<file path="src/rtl/vx_perf_memsys_pkg.sv">
// Shared types and sizes for the memory-system performance counter readout.
package vx_perf_memsys_pkg;

   localparam int PERF_CTR_BITS   = 44;
   localparam int NUM_MEMSYS_CTRS = 14;
   localparam int CTR_IDX_W       = 4;

   typedef enum logic [CTR_IDX_W-1:0] {
      CTR_ICACHE_READS        = 4'd0,
      CTR_ICACHE_READ_MISSES  = 4'd1,
      CTR_DCACHE_READS        = 4'd2,
      CTR_DCACHE_WRITES       = 4'd3,
      CTR_DCACHE_READ_MISSES  = 4'd4,
      CTR_DCACHE_WRITE_MISSES = 4'd5,
      CTR_DCACHE_BANK_STALLS  = 4'd6,
      CTR_DCACHE_MSHR_STALLS  = 4'd7,
      CTR_SMEM_READS          = 4'd8,
      CTR_SMEM_WRITES         = 4'd9,
      CTR_SMEM_BANK_STALLS    = 4'd10,
      CTR_MEM_READS           = 4'd11,
      CTR_MEM_WRITES          = 4'd12,
      CTR_MEM_LATENCY         = 4'd13
   } memsys_ctr_e;

   typedef enum logic {
      ST_IDLE = 1'b0,
      ST_RSP  = 1'b1
   } rd_state_e;

   function automatic logic ctr_idx_ok(input logic [CTR_IDX_W-1:0] idx);
      return idx < CTR_IDX_W'(NUM_MEMSYS_CTRS);
   endfunction

endpackage

</file>
<file path="src/rtl/vx_perf_memsys_if.sv">
// Live memsys counter bundle driven by the perf aggregation logic.
interface VX_perf_memsys_if #(
   parameter int CTR_BITS = vx_perf_memsys_pkg::PERF_CTR_BITS
);
   logic [CTR_BITS-1:0] icache_reads;
   logic [CTR_BITS-1:0] icache_read_misses;
   logic [CTR_BITS-1:0] dcache_reads;
   logic [CTR_BITS-1:0] dcache_writes;
   logic [CTR_BITS-1:0] dcache_read_misses;
   logic [CTR_BITS-1:0] dcache_write_misses;
   logic [CTR_BITS-1:0] dcache_bank_stalls;
   logic [CTR_BITS-1:0] dcache_mshr_stalls;
   logic [CTR_BITS-1:0] smem_reads;
   logic [CTR_BITS-1:0] smem_writes;
   logic [CTR_BITS-1:0] smem_bank_stalls;
   logic [CTR_BITS-1:0] mem_reads;
   logic [CTR_BITS-1:0] mem_writes;
   logic [CTR_BITS-1:0] mem_latency;

   modport master (
      output icache_reads, icache_read_misses, dcache_reads, dcache_writes,
             dcache_read_misses, dcache_write_misses, dcache_bank_stalls,
             dcache_mshr_stalls, smem_reads, smem_writes, smem_bank_stalls,
             mem_reads, mem_writes, mem_latency
   );

   modport slave (
      input icache_reads, icache_read_misses, dcache_reads, dcache_writes,
            dcache_read_misses, dcache_write_misses, dcache_bank_stalls,
            dcache_mshr_stalls, smem_reads, smem_writes, smem_bank_stalls,
            mem_reads, mem_writes, mem_latency
   );

endinterface

</file>
<file path="src/rtl/vx_perf_rr_arbiter.sv">
// Round-robin arbiter: grants the first request at or after rr_ptr; the
// pointer moves past the winner only when the grant is actually taken.
module vx_perf_rr_arbiter #(
   parameter  int NUM_REQS = 2,
   localparam int ID_W     = (NUM_REQS > 1) ? $clog2(NUM_REQS) : 1
) (
   input  logic                clk_i,
   input  logic                reset_n_i,
   input  logic [NUM_REQS-1:0] requests_i,
   input  logic                enable_i,
   output logic [NUM_REQS-1:0] grant_o,
   output logic [ID_W-1:0]     grant_idx_o
);

   logic [ID_W-1:0] rr_ptr_q, rr_ptr_d;
   logic [ID_W:0]   pos;
   logic [ID_W-1:0] pos_idx;
   logic            found;

   always_comb begin
      grant_o     = '0;
      grant_idx_o = '0;
      found       = 1'b0;
      pos         = '0;
      pos_idx     = '0;
      for (int i = 0; i < NUM_REQS; i++) begin
         pos = {1'b0, rr_ptr_q} + (ID_W+1)'(i);
         if (pos >= (ID_W+1)'(NUM_REQS)) pos = pos - (ID_W+1)'(NUM_REQS);
         pos_idx = pos[ID_W-1:0];
         if (!found && requests_i[pos_idx]) begin
            found            = 1'b1;
            grant_o[pos_idx] = 1'b1;
            grant_idx_o      = pos_idx;
         end
      end
   end

   always_comb begin
      rr_ptr_d = rr_ptr_q;
      if (enable_i && |requests_i) begin
         rr_ptr_d = (int'(grant_idx_o) == NUM_REQS-1) ? '0 : grant_idx_o + 1'b1;
      end
   end

   always_ff @(posedge clk_i or negedge reset_n_i) begin
      if (!reset_n_i) rr_ptr_q <= '0;
      else            rr_ptr_q <= rr_ptr_d;
   end

endmodule

</file>
<file path="src/rtl/vx_perf_memsys_ctrl.sv">
// Arbitrated readout of memsys perf counters in 32-bit halves; a lo read
// snapshots the full counter per requester so the following hi read is atomic.
module vx_perf_memsys_ctrl
   import vx_perf_memsys_pkg::*;
#(
   parameter  int NUM_REQS = 2,
   parameter  int CTR_BITS = PERF_CTR_BITS,
   localparam int ID_W     = (NUM_REQS > 1) ? $clog2(NUM_REQS) : 1
) (
   input  logic                               clk_i,
   input  logic                               reset_n_i,
   VX_perf_memsys_if.slave                    perf_memsys_if,
   input  logic [NUM_REQS-1:0]                req_valid_i,
   input  logic [NUM_REQS-1:0][CTR_IDX_W-1:0] req_idx_i,
   input  logic [NUM_REQS-1:0]                req_hi_i,
   output logic [NUM_REQS-1:0]                req_ready_o,
   output logic                               rsp_valid_o,
   output logic [31:0]                        rsp_data_o,
   output logic [ID_W-1:0]                    rsp_id_o,
   output logic                               rsp_err_o,
   input  logic                               rsp_ready_i
);

   rd_state_e                         state_q;
   logic [NUM_REQS-1:0][CTR_BITS-1:0] shadow_q;
   logic [CTR_BITS-1:0]               ctrs [2**CTR_IDX_W];

   logic                 arb_en;
   logic                 accept;
   logic [NUM_REQS-1:0]  grant;
   logic [ID_W-1:0]      gidx;
   logic [CTR_IDX_W-1:0] sel_idx;
   logic                 sel_hi;
   logic                 sel_ok;
   logic [CTR_BITS-1:0]  sel_ctr;
   logic [31:0]          rsp_data_d;

   // Indices 14/15 land on zero entries; they are flagged as errors anyway.
   always_comb begin
      ctrs                          = '{default: '0};
      ctrs[CTR_ICACHE_READS]        = perf_memsys_if.icache_reads;
      ctrs[CTR_ICACHE_READ_MISSES]  = perf_memsys_if.icache_read_misses;
      ctrs[CTR_DCACHE_READS]        = perf_memsys_if.dcache_reads;
      ctrs[CTR_DCACHE_WRITES]       = perf_memsys_if.dcache_writes;
      ctrs[CTR_DCACHE_READ_MISSES]  = perf_memsys_if.dcache_read_misses;
      ctrs[CTR_DCACHE_WRITE_MISSES] = perf_memsys_if.dcache_write_misses;
      ctrs[CTR_DCACHE_BANK_STALLS]  = perf_memsys_if.dcache_bank_stalls;
      ctrs[CTR_DCACHE_MSHR_STALLS]  = perf_memsys_if.dcache_mshr_stalls;
      ctrs[CTR_SMEM_READS]          = perf_memsys_if.smem_reads;
      ctrs[CTR_SMEM_WRITES]         = perf_memsys_if.smem_writes;
      ctrs[CTR_SMEM_BANK_STALLS]    = perf_memsys_if.smem_bank_stalls;
      ctrs[CTR_MEM_READS]           = perf_memsys_if.mem_reads;
      ctrs[CTR_MEM_WRITES]          = perf_memsys_if.mem_writes;
      ctrs[CTR_MEM_LATENCY]         = perf_memsys_if.mem_latency;
   end

   // A new grant is possible when idle or when the pending response retires.
   assign arb_en = (state_q == ST_IDLE) || rsp_ready_i;

   vx_perf_rr_arbiter #(
      .NUM_REQS (NUM_REQS)
   ) u_arb (
      .clk_i       (clk_i),
      .reset_n_i   (reset_n_i),
      .requests_i  (req_valid_i),
      .enable_i    (arb_en),
      .grant_o     (grant),
      .grant_idx_o (gidx)
   );

   assign req_ready_o = arb_en ? grant : '0;
   assign accept      = arb_en && |req_valid_i;

   assign sel_idx = req_idx_i[gidx];
   assign sel_hi  = req_hi_i[gidx];
   assign sel_ok  = ctr_idx_ok(sel_idx);
   assign sel_ctr = ctrs[sel_idx];

   always_comb begin
      rsp_data_d = '0;
      if (sel_ok) begin
         rsp_data_d = sel_hi ? 32'(shadow_q[gidx][CTR_BITS-1:32]) : sel_ctr[31:0];
      end
   end

   always_ff @(posedge clk_i or negedge reset_n_i) begin
      if (!reset_n_i) begin
         shadow_q <= '0;
      end else if (accept && sel_ok && !sel_hi) begin
         shadow_q[gidx] <= sel_ctr;
      end
   end

   always_ff @(posedge clk_i or negedge reset_n_i) begin
      if (!reset_n_i) begin
         state_q     <= ST_IDLE;
         rsp_valid_o <= 1'b0;
         rsp_data_o  <= '0;
         rsp_id_o    <= '0;
         rsp_err_o   <= 1'b0;
      end else begin
         case (state_q)
            ST_IDLE: begin
               if (accept) begin
                  state_q     <= ST_RSP;
                  rsp_valid_o <= 1'b1;
                  rsp_data_o  <= rsp_data_d;
                  rsp_id_o    <= gidx;
                  rsp_err_o   <= !sel_ok;
               end
            end
            ST_RSP: begin
               if (accept) begin
                  rsp_valid_o <= 1'b1;
                  rsp_data_o  <= rsp_data_d;
                  rsp_id_o    <= gidx;
                  rsp_err_o   <= !sel_ok;
               end else if (rsp_ready_i) begin
                  state_q     <= ST_IDLE;
                  rsp_valid_o <= 1'b0;
               end
            end
            default: begin
               state_q     <= ST_IDLE;
               rsp_valid_o <= 1'b0;
            end
         endcase
      end
   end

endmodule

</file>
<file path="src/flat_wrapper.sv">
// flat-port wrapper written by rule: the top's interface ports become plain ports
module vx_perf_memsys_ctrl_flat import vx_perf_memsys_pkg::*;
#(
   parameter  int NUM_REQS = 2,
   parameter  int CTR_BITS = PERF_CTR_BITS,
   localparam int ID_W     = (NUM_REQS > 1) ? $clog2(NUM_REQS) : 1
)
  (clk_i, reset_n_i, req_valid_i, req_idx_i, req_hi_i, req_ready_o, rsp_valid_o, rsp_data_o, rsp_id_o, rsp_err_o, rsp_ready_i, perf_memsys_if_icache_reads, perf_memsys_if_icache_read_misses, perf_memsys_if_dcache_reads, perf_memsys_if_dcache_writes, perf_memsys_if_dcache_read_misses, perf_memsys_if_dcache_write_misses, perf_memsys_if_dcache_bank_stalls, perf_memsys_if_dcache_mshr_stalls, perf_memsys_if_smem_reads, perf_memsys_if_smem_writes, perf_memsys_if_smem_bank_stalls, perf_memsys_if_mem_reads, perf_memsys_if_mem_writes, perf_memsys_if_mem_latency);
  VX_perf_memsys_if #(.CTR_BITS(CTR_BITS)) perf_memsys_if_i ();
  input  logic clk_i;
  input  logic reset_n_i;
  input  logic [NUM_REQS-1:0] req_valid_i;
  input  logic [NUM_REQS-1:0][CTR_IDX_W-1:0] req_idx_i;
  input  logic [NUM_REQS-1:0] req_hi_i;
  output logic [NUM_REQS-1:0] req_ready_o;
  output logic rsp_valid_o;
  output logic [31:0] rsp_data_o;
  output logic [ID_W-1:0] rsp_id_o;
  output logic rsp_err_o;
  input  logic rsp_ready_i;
  input wire logic [$bits(perf_memsys_if_i.icache_reads)-1:0] perf_memsys_if_icache_reads;
  input wire logic [$bits(perf_memsys_if_i.icache_read_misses)-1:0] perf_memsys_if_icache_read_misses;
  input wire logic [$bits(perf_memsys_if_i.dcache_reads)-1:0] perf_memsys_if_dcache_reads;
  input wire logic [$bits(perf_memsys_if_i.dcache_writes)-1:0] perf_memsys_if_dcache_writes;
  input wire logic [$bits(perf_memsys_if_i.dcache_read_misses)-1:0] perf_memsys_if_dcache_read_misses;
  input wire logic [$bits(perf_memsys_if_i.dcache_write_misses)-1:0] perf_memsys_if_dcache_write_misses;
  input wire logic [$bits(perf_memsys_if_i.dcache_bank_stalls)-1:0] perf_memsys_if_dcache_bank_stalls;
  input wire logic [$bits(perf_memsys_if_i.dcache_mshr_stalls)-1:0] perf_memsys_if_dcache_mshr_stalls;
  input wire logic [$bits(perf_memsys_if_i.smem_reads)-1:0] perf_memsys_if_smem_reads;
  input wire logic [$bits(perf_memsys_if_i.smem_writes)-1:0] perf_memsys_if_smem_writes;
  input wire logic [$bits(perf_memsys_if_i.smem_bank_stalls)-1:0] perf_memsys_if_smem_bank_stalls;
  input wire logic [$bits(perf_memsys_if_i.mem_reads)-1:0] perf_memsys_if_mem_reads;
  input wire logic [$bits(perf_memsys_if_i.mem_writes)-1:0] perf_memsys_if_mem_writes;
  input wire logic [$bits(perf_memsys_if_i.mem_latency)-1:0] perf_memsys_if_mem_latency;
  assign perf_memsys_if_i.icache_reads = perf_memsys_if_icache_reads;
  assign perf_memsys_if_i.icache_read_misses = perf_memsys_if_icache_read_misses;
  assign perf_memsys_if_i.dcache_reads = perf_memsys_if_dcache_reads;
  assign perf_memsys_if_i.dcache_writes = perf_memsys_if_dcache_writes;
  assign perf_memsys_if_i.dcache_read_misses = perf_memsys_if_dcache_read_misses;
  assign perf_memsys_if_i.dcache_write_misses = perf_memsys_if_dcache_write_misses;
  assign perf_memsys_if_i.dcache_bank_stalls = perf_memsys_if_dcache_bank_stalls;
  assign perf_memsys_if_i.dcache_mshr_stalls = perf_memsys_if_dcache_mshr_stalls;
  assign perf_memsys_if_i.smem_reads = perf_memsys_if_smem_reads;
  assign perf_memsys_if_i.smem_writes = perf_memsys_if_smem_writes;
  assign perf_memsys_if_i.smem_bank_stalls = perf_memsys_if_smem_bank_stalls;
  assign perf_memsys_if_i.mem_reads = perf_memsys_if_mem_reads;
  assign perf_memsys_if_i.mem_writes = perf_memsys_if_mem_writes;
  assign perf_memsys_if_i.mem_latency = perf_memsys_if_mem_latency;
  vx_perf_memsys_ctrl #(.NUM_REQS(NUM_REQS), .CTR_BITS(CTR_BITS)) u_core (.clk_i(clk_i), .reset_n_i(reset_n_i), .perf_memsys_if(perf_memsys_if_i), .req_valid_i(req_valid_i), .req_idx_i(req_idx_i), .req_hi_i(req_hi_i), .req_ready_o(req_ready_o), .rsp_valid_o(rsp_valid_o), .rsp_data_o(rsp_data_o), .rsp_id_o(rsp_id_o), .rsp_err_o(rsp_err_o), .rsp_ready_i(rsp_ready_i));
endmodule
</file>
<file path="config.mk">
export PLATFORM = sky130hd
export DESIGN_NAME = vx_perf_memsys_ctrl_flat
export DESIGN_NICKNAME = d
export VERILOG_FILES = /design/src/rtl/vx_perf_memsys_pkg.sv /design/src/rtl/vx_perf_memsys_if.sv /design/src/rtl/vx_perf_rr_arbiter.sv /design/src/rtl/vx_perf_memsys_ctrl.sv /design/src/flat_wrapper.sv
export SDC_FILE = /design/constraint.sdc
export NUM_CORES = 1
export LEC_CHECK = 0
export CORE_AREA = 2 2 259 261
export CTS_CLUSTER_DIAMETER = 60
export DETAILED_ROUTE_END_ITERATION = 6
export DIE_AREA = 0 0 261 263
export PLACE_DENSITY = 0.36
export SYNTH_ARGS = -nofsm -noshare
export SYNTH_HDL_FRONTEND = slang
export SYNTH_SLANG_ARGS = --single-unit
</file>
<file path="constraint.sdc">
create_clock -name clk_i -period 3.74 [get_ports clk_i]
set_clock_uncertainty 0.1 [all_clocks]
set_input_delay 0.748 -clock clk_i [delete_from_list [all_inputs] [get_ports clk_i]]
set_output_delay 0.748 -clock clk_i [all_outputs]
set_load 0.02 [all_outputs]
</file>
## After elaboration in Yosys (flattened, before gate mapping)

Index checks and enable logic that the tools add are counted.

| operators by class | value |
|---|---|
| $add $sub $neg | 4 |
| order comparisons | 10 |
| equality and inequality tests | 2 |
| mux-type cells | 42 |
| bitwise gates (word level) | 3 |
| reduce and logical (&&, ||, !) cells | 13 |

Operators with widths:

| kind | number |
|---|---|
| $mux 44 | 5 |
| $bmux 44 s4 | 1 |
| $mux 32 | 3 |
| $bwmux 88 | 1 |
| $demux 44 s1 | 1 |
| $mux 1 | 22 |
| $mux 4 | 2 |
| $logic_and 1x1->1 | 7 |
| $lt 1x2->1 const B | 3 |
| $mux 2 | 3 |
| $ge 5x5->1 const B | 1 |
| $not 4->5 | 1 |
| $lt 4x4->1 const B | 1 |
| $pmux 1 s2 | 2 |
| $ge 1x1->1 const B | 3 |
| $logic_not 1->1 | 3 |
| $ne 3x3->1 const B | 1 |
| $add 1x1->2 const B | 1 |
| $demux 1 s1 | 2 |
| $ge 1x2->1 const B | 1 |
| $ge 2x2->1 const B | 1 |
| $ne 2x1->1 const B | 1 |
| $or 2x2->2 | 1 |
| $reduce_and 2->1 | 1 |
| 5 further kinds | 6 |

| word-level totals | value |
|---|---|
| register bits after elaboration | 125 |
| bits of input ports | 631 |
| output and inout bits | 37 |

## Longest topological paths before layout

| logic depth | value |
|---|---|
| depth after elaboration | 17 |
| mapped depth | 11 |

## Hierarchy

A second synthesis with hierarchy kept.

| unflattened totals | value |
|---|---|
| cells, all modules | 1494 |
| area total of the unflattened synthesis | 9959.6 µm² |

By module, submodules not included:

| module | times used | cells an instance | area an instance (µm²) | seq. area each (µm²) |
|---|---|---|---|---|
| vx_perf_memsys_ctrl | 1 | 1487 | 9897.0 | 1501.4 |
| vx_perf_rr_arbiter | 1 | 7 | 62.6 | 25.0 |

## Worst setup path after synthesis

Ideal clock, no wire load.

| timing path | value |
|---|---|
| kind | input to register |
| start | input req_idx_i[5] in the netlist's numbering |
| end | register u_core.shadow_q[35] in the netlist's numbering |
| setup time | 0.125 ns |
| arrival | 2.753 ns |
| data required time | 3.515 ns |
| setup slack | 0.762 ns |
| cell stages on the path | 7 |
| buffers on the path | 1 |
| cells stage by stage | clkbuf_1 -> nand3_2 -> nand2_4 -> mux4_2 -> o22a_1 -> or4_4 -> mux2_4 |

| between the ends | value |
|---|---|
| word-level cells in the longest chain between the ends | 7 |
| elaborated cells on any way between the ends | 10 |

Ends and longest elaborated chain:

| element | line | text |
|---|---|---|
| start: declaration | flat_wrapper.sv:13 | `input logic [NUM_REQS-1:0][CTR_IDX_W-1:0] req_idx_i;` |
| $mux 4 (implied by the code) (*) (2 in series) | vx_perf_memsys_ctrl.sv:74 | `assign sel_idx = req_idx_i[gidx];` |
| $not 4->5 (implied by the code) | vx_perf_memsys_ctrl.sv:77 | `assign sel_ctr = ctrs[sel_idx];` |
| $bmux 44 s4 | vx_perf_memsys_ctrl.sv:77 |  |
| $mux 44 (implied by the code) (2 in series) | vx_perf_memsys_ctrl.sv:77 |  |
| $bwmux 88 | vx_perf_memsys_ctrl.sv:90 | `shadow_q[gidx] <= sel_ctr;` |
| end signal: indexed assignment | vx_perf_memsys_ctrl.sv:90 |  |
| end: declaration | vx_perf_memsys_ctrl.sv:25 | `logic [NUM_REQS-1:0][CTR_BITS-1:0] shadow_q;` |

Mark *: on every way between the ends. The rest lies on a longest branch, timed or not. The select of a mux whose other input is x is not followed.
A chain may end at the register's enable or synchronous reset.

## Final worst setup path

| timing path | value |
|---|---|
| start | input req_valid_i[1] |
| end | register u_core.rsp_data_o[9] |

| between the ends | value |
|---|---|
| word-level cells in the longest chain between the ends | 15 |
| elaborated cells on any way between the ends | 25 |

Ends and longest elaborated chain:

| element | line | text |
|---|---|---|
| start: declaration | flat_wrapper.sv:12 | `input logic [NUM_REQS-1:0] req_valid_i;` |
| $mux 1 (implied by the code) (2 in series) | vx_perf_rr_arbiter.sv:30 | `if (!found && requests_i[pos_idx]) begin` |
| $mux 1 | vx_perf_rr_arbiter.sv:30 |  |
| $logic_not 1->1 | vx_perf_rr_arbiter.sv:30 |  |
| $logic_and 1x1->1 | vx_perf_rr_arbiter.sv:30 |  |
| $mux 1 | vx_perf_rr_arbiter.sv:30 |  |
| $mux 4 (implied by the code) (2 in series) | vx_perf_memsys_ctrl.sv:74 |  |
| $not 4->5 (implied by the code) | vx_perf_memsys_ctrl.sv:77 |  |
| $bmux 44 s4 | vx_perf_memsys_ctrl.sv:77 |  |
| $mux 44 (implied by the code) (2 in series) | vx_perf_memsys_ctrl.sv:77 |  |
| $mux 32 | vx_perf_memsys_ctrl.sv:82 | `rsp_data_d = sel_hi ? 32'(shadow_q[gidx][CTR_BITS-1:32]) : sel_ctr[31:0];` |
| $mux 32 | vx_perf_memsys_ctrl.sv:81 | `if (sel_ok) begin` |
| $mux 32 | vx_perf_memsys_ctrl.sv:104, vx_perf_memsys_ctrl.sv:113 |  |
| end signal: assignment | vx_perf_memsys_ctrl.sv:107 | `rsp_data_o <= rsp_data_d;` |
| end signal: assignment | vx_perf_memsys_ctrl.sv:115 | `rsp_data_o <= rsp_data_d;` |
| end: declaration | vx_perf_memsys_ctrl.sv:18 | `output logic [31:0] rsp_data_o,` |

Parallel ways exist; a longest one is shown, timed or not. The select of a mux whose other input is x is not followed.

==> reports/qor.yml <==
wl_per_cell_um: 25.33
maxCapViolCount: 0
drc: 0
antenna_found_initial: 16
powerDensity_nw_per_um2: 272.4
rr_worst_depth: 8
ys_types: 48
area_growth_pct: 103.1
drtIter0Drc: 559
route.met3.wl_mm: 5.714
wl_met2_mm: 33.71
yosysSeqAreaShare_pct: 18.28
via_per_inst: 4.379
r2r_start: "u_core.u_arb.rr_ptr_q"
drtAntennaViolNets: 0
utilization_pct: 25.84
grt_max_degree: 62
initial_core_util_pct: 12.73
cp.required_ns: 3.84
grt_util_all_layers_pct: 18.85
reg2reg_slack_ns: 0.73
routed_wl_mm: 67.20
report.power.total_mw: 4.619
worst_pin_slew_ns: 1.011
cts_tree: "yes"
cts_root_buf: "clkbuf_16"
rsz0062_at_grt: "no"
final_nets: 2410
gp_congestion: 0.8946
placed_cells: 2632
outcome: "completed"
reg2reg_to: "u_core.rsp_data_o[9]"
dp_hpwl_mm: 55.56
hold_class: "in2async"
die_area_um2: 68640
drtPass1Iterations: 5
path_delay_family: "compound AO/OA/AOI/OAI gates"
die_h_um: 263
die_x_um: 261
maxSlewViolCount: 0
cp-endpoint: "u_core.rsp_data_o[9]"
grt_pass1_vias: 12450
syn-num-nets: 1760
finalCriticalPeriod_ns: 3.585
async_flop_share_pct: 100.0
synth_top_area_cell: "dfrtp_1"
syn_area_um2: 8352
leakage_nw: 6.536
num_vias: 11620
cpMostUsedCell: "buf_4"
core.rowCount: 94
worst-path-buf-inv: 5
io_buffers: 667
hold_slack_ns: 0.3679
hold_violations: 0
syn_inst: 1129
startpoint_type: "input pin"
clock_path_buffers: 2
setup_viol: 0
cp.arrival_ns: 3.69
wl_met1_mm: 25.77
max_freq_mhz: 279.0
post_cts_buffers: 0
cts_sinks: 61
numCtsBuffers: 9
max_slew_margin_pct: 31.71
num_io_pins: 668
grt_overflow_total: 0
synth_edf_count: 0
stdcell_count: 2653
place_area_um2: 16640
avgSynthCellArea_um2: 7.397
worstSkewPairLatency_ns: 0.38
timing.final.crit_share_pct: 95.85
yosys_warnings: 0
cpPeakStageDelay_ns: 0.92
crit_chain: "clkdlybuf4s50_1 > inv_4 > o21ai_0 > buf_4 > nand2_4 > buf_12 > buf_4 > nand2_1 > a21oi_1 > o41ai_1 > o221ai_1"
grt_pass1_wl_mm: 92.07
final_area_um2: 16960
hold_buffers: 0
synth_flop_cell: "dfrtp_1"
drive_gt1_share_pct: 10.82
crit_path_top_delay_cell: "o41ai_1"
top_layer: "met5"
critPathLaunch: "req_valid_i[1]"
irDropWorstVdd_uv: 139.0
synthTopCellsByArea: "dfrtp_1 18%, nand2_1 17%, mux2i_1 13%, mux4_2 11%, a21oi_1 7.4%"
clk_pin_slew_ns: 0.06
synth_top_area_share_pct: 18.28
cp_max_fo: 20
end_kind: "flop"
htreeDepth: 3
core_um2: 65630
worstSetupPathType: "in2reg"
ys_seq_elements: 61
worst-path-stages: 11
[layout make-up]
type / count / area [um^2]
repair buffers: 751 / 7587
inverters: 4 / 17.52
diodes: 5 / 12.51
well taps: 864 / 1081
flip-flops and latches: 61 / 1526
clock buffers: 10 / 229.0
multi-input cells: 952 / 6441
clock inverters: 6 / 63.81
fillers: 7127 / 48670
[flip-flops by register name (all words and copies together) (netlist names)]
name / cells
u_core.rsp_id_o: 1
u_core.state_q: 1
u_core.rsp_err_o: 1
u_core.rsp_valid_o: 1
u_core.rsp_data_o: 32
u_core.shadow_q: 24
u_core.u_arb.rr_ptr_q: 1
[layout by cell type (no fill, tap or decap), types with 11 or more instances in the layout]
cell | netlist | routed
o21ai_0 | 19 | 18
o22a_1 | 11 | 11
nor4_1 | 12 | 12
a31oi_1 | 20 | 20
a21oi_1 | 124 | 123
mux2i_1 | 109 | 109
mux4_2 | 41 | 41
o22ai_1 | 33 | 33
mux2_2 | 23 | 23
buf_4 | 0 | 62
nand3_1 | 46 | 46
nor2b_1 | 22 | 22
nand2_1 | 371 | 366
o221ai_1 | 32 | 32
o41ai_1 | 32 | 30
dfrtp_1 | 61 | 61
clkdlybuf4s50_1 | 0 | 665
buf_12 | 0 | 23
[per-stage QoR]
step	setup WS [ns]	TNS [ns]
2_1_floorplan	0.7623	0
3_3_place_gp	-0.4440	-0.9745
3_5_place_dp	-0.4700	-1.027
4_1_cts	0.02429	0
5_1_grt	0.08488	0
6_report	0.1553	0
[routing by layer]
| layer | vias up | track usage (%) |
|---|---|---|
| li1 | 5484 | - |
| met1 | 5512 | 20.87 |
| met4 | 16 | 5.958 |
| met2 | 541 | 34.15 |
| met5 | - | 0 |
| met3 | 65 | 5.623 |
[cells in the mapped netlist, drive strengths merged (11+ instances only)]
cell	count
a21oi	124
a31oi	20
buf	31
clkbuf	81
dfrtp	61
mux2	25
mux2i	109
mux4	46
nand2	372
nand3	47
nor2b	23
nor4	12
o21ai	26
o221ai	32
o22a	11
o22ai	33
o41ai	32
[worst min-delay path by stage]
stage / from / to / cells past startpoint
2_1_floorplan: reset_n_i / u_core.rsp_data_o[0] / 0
3_3_place_gp: u_core.rsp_valid_o / u_core.rsp_valid_o / 2
3_5_place_dp: u_core.rsp_valid_o / u_core.rsp_valid_o / 2
4_1_cts: u_core.rsp_data_o[22] / u_core.rsp_data_o[22] / 2
5_1_grt: u_core.rsp_data_o[25] / u_core.rsp_data_o[25] / 2
6_report: reset_n_i / u_core.rsp_data_o[16] / 1
[report_power, final]
part	switching, mW	total, mW	internal, mW
registers	0.110	0.965	0.855
clock network	0.396	0.911	0.515
logic	1.33	2.74	1.42
[logic make-up after synthesis]
family	synth area share, %
DFF	18.28
muxes	29.15
AOI/OAI and AO/OA	22.88
buffers and inverters	5.678
and+or+nand+nor	24.02
[timing repair]
item / CTS / global route
endpoints found under the setup margin: 1 / 2
resized for setup: 1 / 2
pin swaps: 0 / 0
cloned: 0 / 0
Power figures use the tool's default switching activity.
